===== src/rtl/vga_mon_pkg.sv =====
// Shared FSM state type and 640x480@60 (25 MHz pixel clock) timing constants.
// Latency: n/a, declarations only.
// Backpressure: n/a.
package vga_mon_pkg;

    typedef enum logic [1:0] {
        SEARCH,
        MEASURE,
        CHECK,
        LOCKED
    } mon_state_t;

    localparam int VGA_H_ACTIVE = 640;
    localparam int VGA_H_FRONT  = 16;
    localparam int VGA_H_SYNC   = 96;
    localparam int VGA_H_BACK   = 48;
    localparam int VGA_H_TOTAL  = VGA_H_ACTIVE + VGA_H_FRONT + VGA_H_SYNC + VGA_H_BACK;

    localparam int VGA_V_ACTIVE = 480;
    localparam int VGA_V_FRONT  = 10;
    localparam int VGA_V_SYNC   = 2;
    localparam int VGA_V_BACK   = 33;
    localparam int VGA_V_TOTAL  = VGA_V_ACTIVE + VGA_V_FRONT + VGA_V_SYNC + VGA_V_BACK;

    localparam bit VGA_SYNC_ACTIVE_LOW = 1'b1;
    localparam int VGA_LOCK_FRAMES     = 2;
    localparam int VGA_CNT_W           = 10;

endpackage


===== src/rtl/sync_edge_detect.sv =====
// Synchronises a raw sync pin, normalises polarity and flags start/end edges.
// Latency: pin change to edge pulse 2 clk, pulse is registered downstream on the 3rd.
// Backpressure: none, free-running sampler.
module sync_edge_detect #(
    parameter bit ACTIVE_LOW = 1'b1
) (
    input  logic clk,
    input  logic rst,
    input  logic sync_in,
    output logic active,
    output logic start_edge,
    output logic end_edge
);

    logic [1:0] sync_q;
    logic       hist_q;
    logic       norm;

    assign norm = sync_q[1] ^ ACTIVE_LOW;

    // Reset to the inactive pin level so no phantom edge appears on release.
    always_ff @(posedge clk) begin
        if (rst) begin
            sync_q <= {2{ACTIVE_LOW}};
            hist_q <= 1'b0;
        end else begin
            sync_q <= {sync_q[0], sync_in};
            hist_q <= norm;
        end
    end

    assign active     = norm;
    assign start_edge = norm & ~hist_q;
    assign end_edge   = ~norm & hist_q;

endmodule


===== src/rtl/vga_sync_monitor.sv =====
// Measures hsync/vsync timing and locks once it matches the expected format.
// Latency: pin edge to registered outputs 3 clk; locked falls 2^CNT_W clk after the last hsync start.
// Backpressure: none, passive observer of free-running sync inputs.
module vga_sync_monitor
    import vga_mon_pkg::*;
#(
    parameter int H_TOTAL         = VGA_H_TOTAL,
    parameter int H_SYNC          = VGA_H_SYNC,
    parameter int V_TOTAL         = VGA_V_TOTAL,
    parameter int V_SYNC          = VGA_V_SYNC,
    parameter bit SYNC_ACTIVE_LOW = VGA_SYNC_ACTIVE_LOW,
    parameter int LOCK_FRAMES     = VGA_LOCK_FRAMES,
    parameter int CNT_W           = VGA_CNT_W
) (
    input  logic             clk,
    input  logic             rst,
    input  logic             hsync_in,
    input  logic             vsync_in,
    output logic             locked,
    output logic [CNT_W-1:0] h_total_o,
    output logic [CNT_W-1:0] v_total_o,
    output logic             h_err,
    output logic             v_err,
    output logic             frame_strobe
);

    localparam int GW = $clog2(LOCK_FRAMES + 1);

    localparam logic [CNT_W-1:0] CNT_MAX   = {CNT_W{1'b1}};
    localparam logic [CNT_W-1:0] H_TOTAL_C = CNT_W'(H_TOTAL);
    localparam logic [CNT_W-1:0] H_SYNC_C  = CNT_W'(H_SYNC);
    localparam logic [CNT_W-1:0] V_TOTAL_C = CNT_W'(V_TOTAL);
    localparam logic [CNT_W-1:0] V_SYNC_C  = CNT_W'(V_SYNC);
    localparam logic [GW-1:0]    LOCK_C    = GW'(LOCK_FRAMES);

    logic hs_act, hs_start, hs_end;
    logic vs_act, vs_start, vs_end;

    sync_edge_detect #(.ACTIVE_LOW(SYNC_ACTIVE_LOW)) u_hs_edge (
        .clk        (clk),
        .rst        (rst),
        .sync_in    (hsync_in),
        .active     (hs_act),
        .start_edge (hs_start),
        .end_edge   (hs_end)
    );

    sync_edge_detect #(.ACTIVE_LOW(SYNC_ACTIVE_LOW)) u_vs_edge (
        .clk        (clk),
        .rst        (rst),
        .sync_in    (vsync_in),
        .active     (vs_act),
        .start_edge (vs_start),
        .end_edge   (vs_end)
    );

    logic [CNT_W-1:0] h_cnt, hw_cnt, line_cnt, vw_cnt;
    logic             h_seen, h_bad, v_bad;
    logic [CNT_W-1:0] h_meas, line_inc, v_meas;
    logic             h_sat, h_lost;
    logic             h_len_bad, h_wid_bad, v_len_bad, v_wid_bad;
    logic             frame_h_bad, frame_v_bad, frame_good;

    mon_state_t       state, state_next;
    logic [GW-1:0]    good_cnt, good_next, good_inc;
    logic             locked_d;

    // A start edge restarts the line, so a saturated count only means lost hsync
    // when no new start arrives in the same cycle.
    assign h_sat  = (h_cnt == CNT_MAX);
    assign h_lost = h_sat && !hs_start;
    assign h_meas = h_sat ? CNT_MAX : h_cnt + CNT_W'(1);

    assign line_inc = (line_cnt == CNT_MAX) ? CNT_MAX : line_cnt + CNT_W'(1);
    // A line starting together with vsync closes the ending frame.
    assign v_meas   = hs_start ? line_inc : line_cnt;

    assign h_len_bad = hs_start && h_seen && (h_meas != H_TOTAL_C);
    assign h_wid_bad = hs_end && h_seen && (hw_cnt != H_SYNC_C);
    assign v_len_bad = vs_start && (v_meas != V_TOTAL_C);
    assign v_wid_bad = vs_end && (vw_cnt != V_SYNC_C);

    assign frame_h_bad = h_bad | h_len_bad | h_wid_bad;
    assign frame_v_bad = v_bad | v_len_bad | v_wid_bad;
    assign frame_good  = !frame_h_bad && !frame_v_bad;

    always_ff @(posedge clk) begin
        if (rst) begin
            h_cnt        <= '0;
            hw_cnt       <= '0;
            line_cnt     <= '0;
            vw_cnt       <= '0;
            h_seen       <= 1'b0;
            h_bad        <= 1'b0;
            v_bad        <= 1'b0;
            h_total_o    <= '0;
            v_total_o    <= '0;
            h_err        <= 1'b0;
            v_err        <= 1'b0;
            frame_strobe <= 1'b0;
            locked       <= 1'b0;
        end else begin
            if (hs_start) begin
                h_cnt <= '0;
            end else if (!h_sat) begin
                h_cnt <= h_cnt + CNT_W'(1);
            end

            if (hs_start) begin
                hw_cnt <= CNT_W'(1);
            end else if (hs_act && hw_cnt != CNT_MAX) begin
                hw_cnt <= hw_cnt + CNT_W'(1);
            end

            if (h_lost) begin
                h_seen <= 1'b0;
            end else if (hs_start) begin
                h_seen <= 1'b1;
            end

            if (hs_start && h_seen) begin
                h_total_o <= h_meas;
            end

            if (vs_start) begin
                line_cnt <= '0;
            end else if (hs_start) begin
                line_cnt <= line_inc;
            end

            if (vs_start) begin
                vw_cnt <= hs_start ? CNT_W'(1) : '0;
            end else if (vs_act && hs_start && vw_cnt != CNT_MAX) begin
                vw_cnt <= vw_cnt + CNT_W'(1);
            end

            if (h_lost || vs_start) begin
                h_bad <= 1'b0;
                v_bad <= 1'b0;
            end else begin
                if (h_len_bad || h_wid_bad) h_bad <= 1'b1;
                if (v_wid_bad)              v_bad <= 1'b1;
            end

            if (vs_start) begin
                v_total_o <= v_meas;
                h_err     <= frame_h_bad;
                v_err     <= frame_v_bad;
            end

            frame_strobe <= vs_start;
            locked       <= locked_d;
        end
    end

    always_ff @(posedge clk) begin
        if (rst) begin
            state    <= SEARCH;
            good_cnt <= '0;
        end else begin
            state    <= state_next;
            good_cnt <= good_next;
        end
    end

    assign good_inc = good_cnt + GW'(1);

    // Frames are judged only at vsync start; losing hsync overrides everything.
    always_comb begin
        state_next = state;
        good_next  = good_cnt;
        if (h_lost) begin
            state_next = SEARCH;
            good_next  = '0;
        end else if (vs_start) begin
            case (state)
                SEARCH: begin
                    state_next = MEASURE;
                    good_next  = '0;
                end
                MEASURE: begin
                    if (frame_good) begin
                        good_next  = GW'(1);
                        state_next = (LOCK_FRAMES == 1) ? LOCKED : CHECK;
                    end else begin
                        good_next  = '0;
                    end
                end
                CHECK: begin
                    if (frame_good) begin
                        good_next = good_inc;
                        if (good_inc >= LOCK_C) state_next = LOCKED;
                    end else begin
                        good_next  = '0;
                        state_next = MEASURE;
                    end
                end
                LOCKED: begin
                    if (!frame_good) begin
                        good_next  = '0;
                        state_next = MEASURE;
                    end
                end
                default: begin
                    state_next = SEARCH;
                    good_next  = '0;
                end
            endcase
        end
    end

    always_comb begin
        locked_d = (state_next == LOCKED);
    end

endmodule


===== config.mk =====
export PLATFORM = sky130hd
export DESIGN_NAME = vga_sync_monitor
export DESIGN_NICKNAME = d
export VERILOG_FILES = /design/src/rtl/vga_mon_pkg.sv /design/src/rtl/sync_edge_detect.sv /design/src/rtl/vga_sync_monitor.sv
export SDC_FILE = /design/constraint.sdc
export NUM_CORES = 1
export LEC_CHECK = 0
export BUFFER_PORTS_ARGS = -buffer_cell sky130_fd_sc_hd__buf_2
export CAP_MARGIN = 0
export CORE_AREA = 5 5 82 84
export DETAILED_ROUTE_END_ITERATION = 16
export DIE_AREA = 0 0 87 89
export GPL_TIMING_DRIVEN = 0
export PLACE_DENSITY = 0.82
export SYNTH_ARGS = -nofsm -noshare
export SYNTH_HDL_FRONTEND = slang
export SYNTH_SLANG_ARGS = --single-unit

===== constraint.sdc =====
create_clock -name clk -period 3.37 [get_ports clk]
set_clock_uncertainty 0.1 [all_clocks]
set_input_delay 0.674 -clock clk [delete_from_list [all_inputs] [get_ports clk]]
set_output_delay 0.674 -clock clk [all_outputs]
set_load 0.02 [all_outputs]

* Yosys cells after proc, flatten, opt, wreduce, memory -nomap -nowiden
Cells that the tools add are included.
** Storage, ports and cells
- Word-level logic and storage cells :: 94
- Register bits :: 77
- Output and inout port bits :: 24
- Bits of input ports :: 4
** Operators by class
- $lt $le $gt $ge :: 1
- $add $sub $neg :: 5
- Bitwise logic cells :: 12
- Muxes and demuxes :: 19
- Reductions and logical operators :: 24
- Eq/ne operators :: 13
** Operator list (count)
- 2-to-1 mux 10 bit :: 5
- adder 10 x 1 -> 10 bit, second input constant :: 4
- inequality test 10 bit, second input constant :: 4
- equality test 10 bit, second input constant :: 2
- 2-to-1 mux 2 bit :: 8
- case mux 2 bit (4 select lines) :: 2
- logical AND 1 bit :: 11
- inequality test 10 x 2 -> 1 bit, second input constant :: 1
- inequality test 10 x 7 -> 1 bit, second input constant :: 1
- OR reduction 2 bit :: 4
- equality test 2 bit, second input constant :: 3
- bitwise AND 1 bit :: 4
- 2-to-1 mux 1 bit :: 4
- NOT 1 bit :: 4
- OR 1 bit :: 4
- nonzero test 2 bit :: 2
- zero test 1 bit :: 3
- adder 2 x 1 -> 2 bit, second input constant :: 1
- equality test 2 x 1 -> 1 bit, second input constant :: 1
- greater-or-equal comparator 2 bit, second input constant :: 1
- zero test 2 bit :: 1
- logical OR 1 bit :: 2
- inequality test 2 bit, second input constant :: 1
- AND reduction 2 bit :: 1

* Depth between registers and ports, before layout
- Word-level depth :: 14
- Gate-level depth with buffers :: 8
- Mapped depth without buffers :: 8

* Hierarchy
Synthesis repeated with hierarchy kept, for this count alone.
** Unflattened totals
- Cell total of the unflattened synthesis :: 442
- Area total of the unflattened synthesis :: 3633.5 um2
** By module, submodules not included
- vga_sync_monitor :: area each 3453.3 um2, cells an instance 424, instances 1
- sync_edge_detect :: area each 90.1 um2, cells an instance 9, instances 2

* Worst setup path before layout
Ideal clock, no wire load.
- Path kind :: flip-flop to flip-flop
- From :: reg h_cnt[0]
- To :: reg locked
- Cell stages (with the launch flop) :: 8
- Arrival :: 1.912 ns
- Data required time :: 3.144 ns
- Setup slack :: 1.232 ns
- Buffers on the path :: 0
- Period minus slack after synthesis :: 2.138 ns
- Path through :: dfxtp_1 > ha_1 > nand3_1 > nor3_1 > a21o_1 > a2111oi_0 > nand2_1 > mux2i_1
** On the way
- Longest elaborated chain between the ends :: 13
- Elaborated cells between the ends (all ways) :: 17
- Those cells by class :: 1 x add/sub; 3 x eq/ne; 7 x mux; 2 x bitwise; 4 x reduce/logical
** RTL lines
- start, declared :: line vga_sync_monitor.sv:57 : logic [CNT_W-1:0] h_cnt, hw_cnt, line_cnt, vw_cnt;
- start signal, assigned :: line vga_sync_monitor.sv:106 : h_cnt <= h_cnt + CNT_W'(1);
- adder 10 x 1 -> 10 bit or equality test 10 bit (tied branches) :: line vga_sync_monitor.sv:72, vga_sync_monitor.sv:70
- 2-to-1 mux 10 bit :: line vga_sync_monitor.sv:72 : assign h_meas = h_sat ? CNT_MAX : h_cnt + CNT_W'(1);
- inequality test 10 bit :: line vga_sync_monitor.sv:78 : assign h_len_bad = hs_start && h_seen && (h_meas != H_TOTAL_C);
- logical AND 1 bit :: line vga_sync_monitor.sv:78
- OR 1 bit (2 in a row) :: line vga_sync_monitor.sv:83 : assign frame_h_bad = h_bad | h_len_bad | h_wid_bad;
- zero test 1 bit :: line vga_sync_monitor.sv:85 : assign frame_good = !frame_h_bad && !frame_v_bad;
- logical AND 1 bit :: line vga_sync_monitor.sv:85
- 2-to-1 mux 2 bit (on tied branches) :: line vga_sync_monitor.sv:199, vga_sync_monitor.sv:182, vga_sync_monitor.sv:190
- case mux 2 bit (4 select lines) :: line vga_sync_monitor.sv:176 : case (state)
- 2-to-1 mux 2 bit :: line vga_sync_monitor.sv:175 : end else if (vs_start) begin
- 2-to-1 mux 2 bit (*) :: line vga_sync_monitor.sv:172 : if (h_lost) begin
- equality test 2 bit (*) :: line vga_sync_monitor.sv:213 : locked_d = (state_next == LOCKED);
- end signal, assigned :: line vga_sync_monitor.sv:152 : locked <= locked_d;
- end, declared :: line vga_sync_monitor.sv:19 : output logic locked,
Every way passes the cells marked *; elsewhere a longest branch is shown, timed or not.
A chain may end at the register's enable or synchronous reset.

* Worst setup path after layout
Same ends and word-level chain as after synthesis.

==> reports/metrics.cfg <==
[die]
die_x_um=87
coreArea_mm2=0.005851
die_area_mm2=0.007743
initial_core_util=0.6170
ioPinCount=28
std_cell_rows=28
die-height_um=89

[synth]
ys_types=51
yosysWarnings=0
netlist.area_leader.share=0.4270
post_synth_instance_area_mm2=0.003610
syn_area_per_cell_um2=8.534
synth-seq-cells=77
async_flop_share=0
synth_ff_type=dfxtp_1
ys_seq_area_frac=0.4270
synth-edff-count=0
yosys.area.top_type=dfxtp_1
synthesis.nets=437
syn_inst=423
synth_top_cells_by_area=dfxtp_1 (43%), nor2_1 (6.2%), ha_1 (3.5%), nand2_1 (3.4%), xnor2_1 (2.9%)

[global_route]
grt_antenna_before_repair=0
grt_pass1_wl_mm=13.07
grt_max_degree=15
grt_pass1_vias=2900
gr-total-overflow=0
grt.total_usage=0.2124

[sta]
fmax_ghz=0.3491
fin_crit_ns=2.864
maxSlewViolCount=0
slew-limit-headroom=0.2977
rsz0062_at_grt=false
tightest_slew_ns=1.045
finalSetupTns_ns=0
setup_slack_ns=0.5056
period_share=0.8500
setup_viol=0
final-hold-violation-count=0

[clocking]
cts_buffers=9
post_cts_resized=0
h-tree-depth=3
postCtsSetupBuffers=0
postCtsHoldBufs=0
ctsLongestPathBuffers=2
cts.sinks=77
clk_pin_slew_ns=0.09
clock_latency_ns=0.36
cts_tree=yes
cts_root_buf=clkbuf_8

[power_and_ir_drop]
ir_worst_vdd_mv=0.4007
p_leak_nw=1.485
power_switching_share=0.2642
power_density_mw_per_mm2=414.5
p_switching_uw=438.9
power.share.sequential=0.563
p_int_mw=1.222
p_comb_frac=0.056
power_frac_clock=0.381

[place]
gp_congestion=0.8554
numPortBuffers=26
dp_hpwl_mm=5.550
dp_slack_ns=0.5663
place_area_mm2=0.003834

[detailed_routing]
vias=3124
ant_nets=0
drc=0
drt_iter0_markers=196
drt_pass1_iterations=5
vias_per_cell=5.785
wirelength_mm=7.661
wl_per_cell_um=14.19

[layout]
diodes=0
area_growth_syn_to_layout_pct=11.02
drive_gt1_frac=0.1183
layout.nets=474
design_area_mm2=0.004008
final_core_util=0.6850
nFillCells=451

[setup_path]
cp-start-kind=register
crit_fanout=8
path_class=reg2reg
required_ns=3.51
endpoint_kind=register
cp.arrival_ns=3.00
rrSetupSlack_ns=0.51

[status]
run_status=complete, no violations

[flow_run]
cap_violations=0

[hold_path]
min_path_type=reg2reg

metrics by stage:
step / std cells / total power [mW] / hold WS (ns)
3_5_place_dp: 524 / 1.048 / 0.3015
6_report: 540 / 1.661 / 0.3247
5_1_grt: 540 / 1.729 / 0.3307
4_1_cts: 540 / 1.672 / 0.3272
3_3_place_gp: 524 / 1.046 / 0.2922
2_1_floorplan: 423 / 1.023 / 0.2895
logic make-up (layout without fill, tap and decap cells):
| group | count (synthesis) | in the layout | share of synthesized area |
|---|---|---|---|
| adder cells (fa/ha/maj) | 10 | 10 | 0.03466 |
| AO/OA/AOI/OAI | 90 | 90 | 0.1695 |
| AND/OR/NAND/NOR | 191 | 191 | 0.2697 |
| XOR/XNOR | 21 | 21 | 0.05095 |
| flip-flops | 77 | 77 | 0.4270 |
| multiplexers | 6 | 6 | 0.01664 |
| buffers and inverters | 28 | 70 | 0.03154 |
critical path, stage by stage, from the launching register on:
cell and delay, ns:
dfxtp_1 0.46, ha_1 0.32, nand3_1 0.24, nor3_1 0.90, a21o_1 0.39, a2111oi_0 0.15, nand2_1 0.12, mux2i_1 0.07
worst paths after layout:
check | from | end | cells after the start
max | h_cnt[0] | locked | 7
min | u_hs_edge.sync_q[0] | u_hs_edge.sync_q[1] | 1
max reg2reg | h_cnt[0] | locked | 7
min reg2reg | u_hs_edge.sync_q[0] | u_hs_edge.sync_q[1] | 1
layer usage:
metal | vias up | global-route usage | wire length, um
met2 | 62 | 0.3444 | 3574
met5 | - | 0 | 0
li1 | 1603 | - | -
met1 | 1447 | 0.2717 | 3680
met4 | 0 | 0.1176 | 167
met3 | 12 | 0.03226 | 238
cells in the mapped netlist, types with 4 or more instances:
| library cell | n |
|---|---|
| o211ai_1 | 4 |
| a211oi_1 | 6 |
| nor3_1 | 10 |
| a311oi_1 | 4 |
| mux2i_1 | 6 |
| nand2_1 | 33 |
| nor2_1 | 60 |
| or2_2 | 5 |
| xnor2_1 | 12 |
| clkbuf_1 | 11 |
| nand4_1 | 8 |
| inv_1 | 15 |
| or3_1 | 10 |
| nand2b_1 | 5 |
| nand3_1 | 17 |
| o31ai_1 | 5 |
| a21oi_1 | 20 |
| ha_1 | 10 |
| nor4_1 | 6 |
| a22o_1 | 7 |
| dfxtp_1 | 77 |
| and4_1 | 8 |
| o21ai_0 | 18 |
| and3_1 | 6 |
| xor2_1 | 9 |
| and2_1 | 10 |
| a31oi_1 | 7 |
state kept, by name, summed over array words and instances (netlist names), 2 cells and up:
name and flops:
v_total_o 10, good_cnt 2, h_total_o 10, state 2, h_cnt 10, u_vs_edge.sync_q 2
line_cnt 10, hw_cnt 10, vw_cnt 10, u_hs_edge.sync_q 2
power by group through the flow:
stage	combinational, mW	clock (mW)	sequential, mW
after floorplan	0.0664	0	0.956
after global placement	0.0904	0	0.956
after detailed placement	0.0918	0	0.957
after CTS	0.0926	0.644	0.935
after global routing	0.103	0.687	0.938
final	0.0928	0.632	0.936
cell type report:
class                           count  area [um2]  share of cell area
Clock inverter                      7       50.05             0.01249
Sequential cell                    77        1541              0.3846
Clock buffer                        9       123.9             0.03091
Inverter                           15       56.30             0.01405
Buffer                             13       57.56             0.01436
Multi-Input combinational cell    318        1954              0.4877
Timing Repair Buffer               26       130.1             0.03247
Tap cell                           75       93.84             0.02342
cell usage in the layout (no fill, tap or decap), drive strengths merged, types with 2 or more instances in the layout:
cell / synthesis / final
nand2b: 5 / 5
ha: 10 / 10
nor4: 6 / 6
nor2: 60 / 60
buf: 2 / 28
a41oi: 3 / 3
a31oi: 7 / 7
and4: 8 / 8
o22ai: 3 / 3
clkinvlp: 0 / 3
a21oi: 20 / 20
nand4: 8 / 8
nand3b: 3 / 3
mux2i: 6 / 6
xnor2: 12 / 12
nand3: 17 / 17
a22o: 7 / 7
xor2: 9 / 9
and2: 10 / 10
inv: 15 / 16
nor2b: 3 / 3
clkbuf: 11 / 20
o31ai: 5 / 5
o21ai: 18 / 18
clkinv: 0 / 3
a211oi: 6 / 6
nor3: 10 / 10
a2111oi: 2 / 2
nor4b: 2 / 2
or3: 10 / 10
a21o: 2 / 2
and3: 6 / 6
a311oi: 4 / 4
or2: 6 / 6
dfxtp: 77 / 77
nand2: 33 / 33
a31o: 2 / 2
o211ai: 5 / 5
No activity file was read; power rests on OpenSTA's default activity.
